**src/rtl/jk_pkg.sv**
```systemverilog
// jk_pkg: operating-mode type and mode encodings shared by the JK counter bank
package jk_pkg;
  typedef logic [1:0] jk_mode_t;
  localparam jk_mode_t MODE_JK   = 2'b00;
  localparam jk_mode_t MODE_UP   = 2'b01;
  localparam jk_mode_t MODE_DOWN = 2'b10;
  localparam jk_mode_t MODE_LOAD = 2'b11;
endpackage

```
**src/rtl/jk_cell.sv**
```systemverilog
// jk_cell: single JK flip-flop, async active-high reset to RST_VAL (clk, reset, j, k -> q)
module jk_cell #(
  parameter bit RST_VAL = 1'b0
) (
  input  logic clk,
  input  logic reset,
  input  logic j,
  input  logic k,
  output logic q
);
  always_ff @(posedge clk or posedge reset)
    if (reset) q <= RST_VAL;
    else       q <= (j & ~q) | (~k & q);
endmodule

```
**src/rtl/jk_counter_bank.sv**
```systemverilog
// jk_counter_bank: JK-cell register with JK/up/down/load modes (clk, reset, enable, mode, j, k, d -> q, tc, wrap)
module jk_counter_bank
  import jk_pkg::*;
#(
  parameter int WIDTH       = 4,
  parameter int MODULO      = 2 ** WIDTH,
  parameter bit SATURATE    = 1'b0,
  parameter int RESET_VALUE = 0
) (
  input  logic             clk,
  input  logic             reset,
  input  logic             enable,
  input  jk_mode_t         mode,
  input  logic [WIDTH-1:0] j,
  input  logic [WIDTH-1:0] k,
  input  logic [WIDTH-1:0] d,
  output logic [WIDTH-1:0] q,
  output logic             tc,
  output logic             wrap
);
  localparam logic [WIDTH:0]   MAX_X = (WIDTH + 1)'(MODULO - 1);
  localparam logic [WIDTH-1:0] MAX   = WIDTH'(MODULO - 1);
  localparam logic [WIDTH-1:0] ONE   = WIDTH'(1);
  logic [WIDTH-1:0] n;
  logic up_end, dn_zero, dn_over, d_over;
  assign up_end  = {1'b0, q} >= MAX_X;
  assign dn_over = {1'b0, q} >  MAX_X;
  assign d_over  = {1'b0, d} >  MAX_X;
  assign dn_zero = q == '0;
  always_comb
    n = !enable            ? q :
        mode == MODE_JK    ? (j & ~q) | (~k & q) :
        mode == MODE_UP    ? (up_end ? (SATURATE ? MAX : '0) : q + ONE) :
        mode == MODE_DOWN  ? (dn_over ? MAX : dn_zero ? (SATURATE ? '0 : MAX) : q - ONE) :
                             (d_over ? MAX : d);
  assign tc = enable & ((mode == MODE_UP & up_end) | (mode == MODE_DOWN & dn_zero));
  for (genvar i = 0; i < WIDTH; i++) begin : g_cell
    jk_cell #(.RST_VAL(RESET_VALUE[i])) u_cell (
      .clk  (clk),
      .reset(reset),
      .j    (n[i] & ~q[i]),
      .k    (~n[i] & q[i]),
      .q    (q[i])
    );
  end
  always_ff @(posedge clk or posedge reset)
    if (reset) wrap <= 1'b0;
    else       wrap <= tc;
endmodule

```
**config.mk**
```make
export PLATFORM = sky130hd
export DESIGN_NAME = jk_counter_bank
export DESIGN_NICKNAME = d
export VERILOG_FILES = /design/src/rtl/jk_pkg.sv /design/src/rtl/jk_cell.sv /design/src/rtl/jk_counter_bank.sv
export SDC_FILE = /design/constraint.sdc
export NUM_CORES = 1
export LEC_CHECK = 0
export ABC_AREA = 1
export BUFFER_PORTS_ARGS = -buffer_cell sky130_fd_sc_hd__buf_2
export CORE_AREA = 2 2 39 41
export DETAILED_ROUTE_END_ITERATION = 8
export DIE_AREA = 0 0 41 43
export PLACE_DENSITY = 0.69
export SKIP_CTS_REPAIR_TIMING = 1
export SYNTH_ARGS = -nofsm -noshare
export SYNTH_HDL_FRONTEND = slang
export SYNTH_SLANG_ARGS = --single-unit
```
**constraint.sdc**
```tcl
create_clock -name clk -period 1.7 [get_ports clk]
set_clock_uncertainty 0.15 [all_clocks]
set_input_delay 0.255 -clock clk [delete_from_list [all_inputs] [get_ports clk]]
set_output_delay 0.255 -clock clk [all_outputs]
set_load 0.005 [all_outputs]
```
==> results.toml <==
[logic_synthesis]
post_synth_inst_count = 88
synth_top_area_cell = "dfrtp_1"
syn_area_um2 = 531.8
yosys.cell_types.count = 20
synthTopCellsByArea = "dfrtp_1 (24%), nand2_1 (18%), nand3_1 (9.4%)"
synth-warning-count = 0
synth_seq_cells = 5
ys_seq_area_share_pct = 23.53
synth_top_area_share_pct = 23.53
avgSynthCellArea_um2 = 6.043
postSynthNetCount = 107

[global_routing]
grt_max_degree = 9
grt_util_all_layers_pct = 16.45
grt-ovfl-total = 0
antenna_found_initial = 0
grt_pass1_wl_um = 1938
grt_pass1_vias = 492

[floorplan]
core-area_um2 = 1384
die_area_um2 = 1763
die_w_um = 41
rows = 14
fp.dieH_um = 43
ios = 23
start_util_pct = 38.43

[clock_network]
cts_root_buf = "clkbuf_4"
tritoncts = "yes"
clk_path_buf_depth = 2
cts_made_buffers = 3
h-tree-depth = 1
cts_sinks = 5
clkTransAtPathRegs_ns = 0.04
clock_latency_ns = 0.25

[sta]
post-route-period-util_pct = 108.0
max_freq_ghz = 0.5448
tightest_slew_ns = 0.2873
setup_viol_count_final = 1
setup_ws_ns = -0.1355
period_minus_slack_ns = 1.835
rsz0062_at_grt = "yes"
hold_viol = 0
slew-limit-headroom_pct = 80.85
maxSlewViolCount = 0

[critical_path]
cp.arrival_ns = 1.43
critPathMaxFanout = 5
required_ns = 1.29
endpoint_kind = "output pin"
path_class = "register to output pin"
startpoint_type = "register"

[routing]
ant_nets = 0
first_pass_iters = 4
drc = 0
met2_length_um = 657
via_count = 627
wl_met1_um = 645
top_layer = "met4"
routedWlPerCell_um = 10.58
wirelength_um = 1396
dr_wl_met3_um = 84
drt_iter0_markers = 6
via_per_inst = 4.750

[placed_design]
dp_hpwl_um = 1047
io_buffer_count = 22
place_congestion = 0.8062
dpl_cell_area_um2 = 654.4
place_ws_ns = 0.08006
dp_cells = 125

[final_layout]
instances_no_fill = 132
drive_gt1_share_pct = 38.79
area_growth_pct = 39.29
final_net_count = 136
final_area_um2 = 740.7
fill_cells = 138
n_antenna_cell = 0

[run_status]
status = "complete, but fails checks"
failed_checks = "negative setup slack"

[power]
power.leakage_nw = 0.4187
power_mw = 0.6001
powerDensity_nw_per_um2 = 810.2
peakVddDrop_v = 0.0006066

[min_path]
hold_path.class = "input pin to register"

[run]
cap_violations = 0
layout make-up:
cell class / instances / area [um^2] / share of cell area [%]
clock buffer: 4 / 26.28 / 3.547
tap: 16 / 20.02 / 2.703
inverter: 15 / 56.30 / 7.601
sequential: 5 / 125.1 / 16.89
multi-input combinational: 63 / 341.6 / 46.11
timing repair buffer: 29 / 171.4 / 23.14
cell families after synthesis:
family          Yosys count  share of synthesized area, %
flops                     5                         23.53
compound gates           12                         13.41
fa+ha+maj                 2                         4.705
buf+inv                  20                         17.65
xor+xnor                  1                         1.647
simple gates             48                         39.06
cells in the mapped netlist:
cell type	instances
nand2_1	25
o211ai_1	2
a21oi_2	1
a21oi_1	4
buf_4	5
o21ai_0	1
xor2_1	1
and2_1	1
dfrtp_1	5
o21ai_1	2
nand4_1	2
nand3_1	10
nor2_2	1
o22ai_1	1
inv_2	4
a31oi_1	1
nor2_1	7
nand2_2	2
ha_1	2
inv_1	11
worst max-delay path, stage by stage, from the launching register on:
cell and delay, ns:
dfrtp_1 0.41, ha_2 0.23, nand3_2 0.10, o22ai_2 0.19, and2_4 0.16, buf_6 0.08
worst paths after layout:
kind                            startpoint              to  slack [ns]  depth (start not counted)
min in group asynchronous            reset  wrap$_DFF_PP0_        0.30                          3
worst min-delay path                  d[1]        register        0.15                          3
worst max-delay path              register              tc       -0.14                          5
worst min register to register    register        register        0.49                          2
worst max register to register    register        register        0.22                          9
max in group asynchronous            reset       async pin        0.92                          3
through the flow:
stage                     hold WS, ns  utilization, %  setup TNS, ns
after floorplan               -0.1165               -              0
after global placement       0.008928           47.29              0
after detailed placement      0.01441           47.29              0
after CTS                     -0.2467           49.19        -0.1818
after global routing           0.1523           53.53        -0.2087
final                          0.1513           53.53        -0.1355
metal layers:
metal | vias to the layer above | global-route usage, %
li1 | 332 | -
met1 | 269 | 19.55
met2 | 24 | 25.62
met3 | 2 | 6.283
met4 | 0 | 6.000
met5 | - | 0
where the power goes:
group          total, mW  switching, mW  internal, mW
clock network      0.140         0.0513        0.0889
logic              0.291          0.153         0.138
registers          0.169         0.0305         0.139
layout by cell type, fill, tap and decap left out, drive strengths merged, types with 2 or more instances in the layout:
cell type | Yosys | routed
a21oi | 5 | 5
nand3 | 10 | 10
inv | 15 | 15
o21ai | 3 | 3
nand2 | 27 | 27
clkbuf | 0 | 4
dfrtp | 5 | 5
nand4 | 2 | 2
nor2 | 8 | 8
o211ai | 2 | 2
ha | 2 | 2
buf | 5 | 28
(Power assumes the default switching activity.)
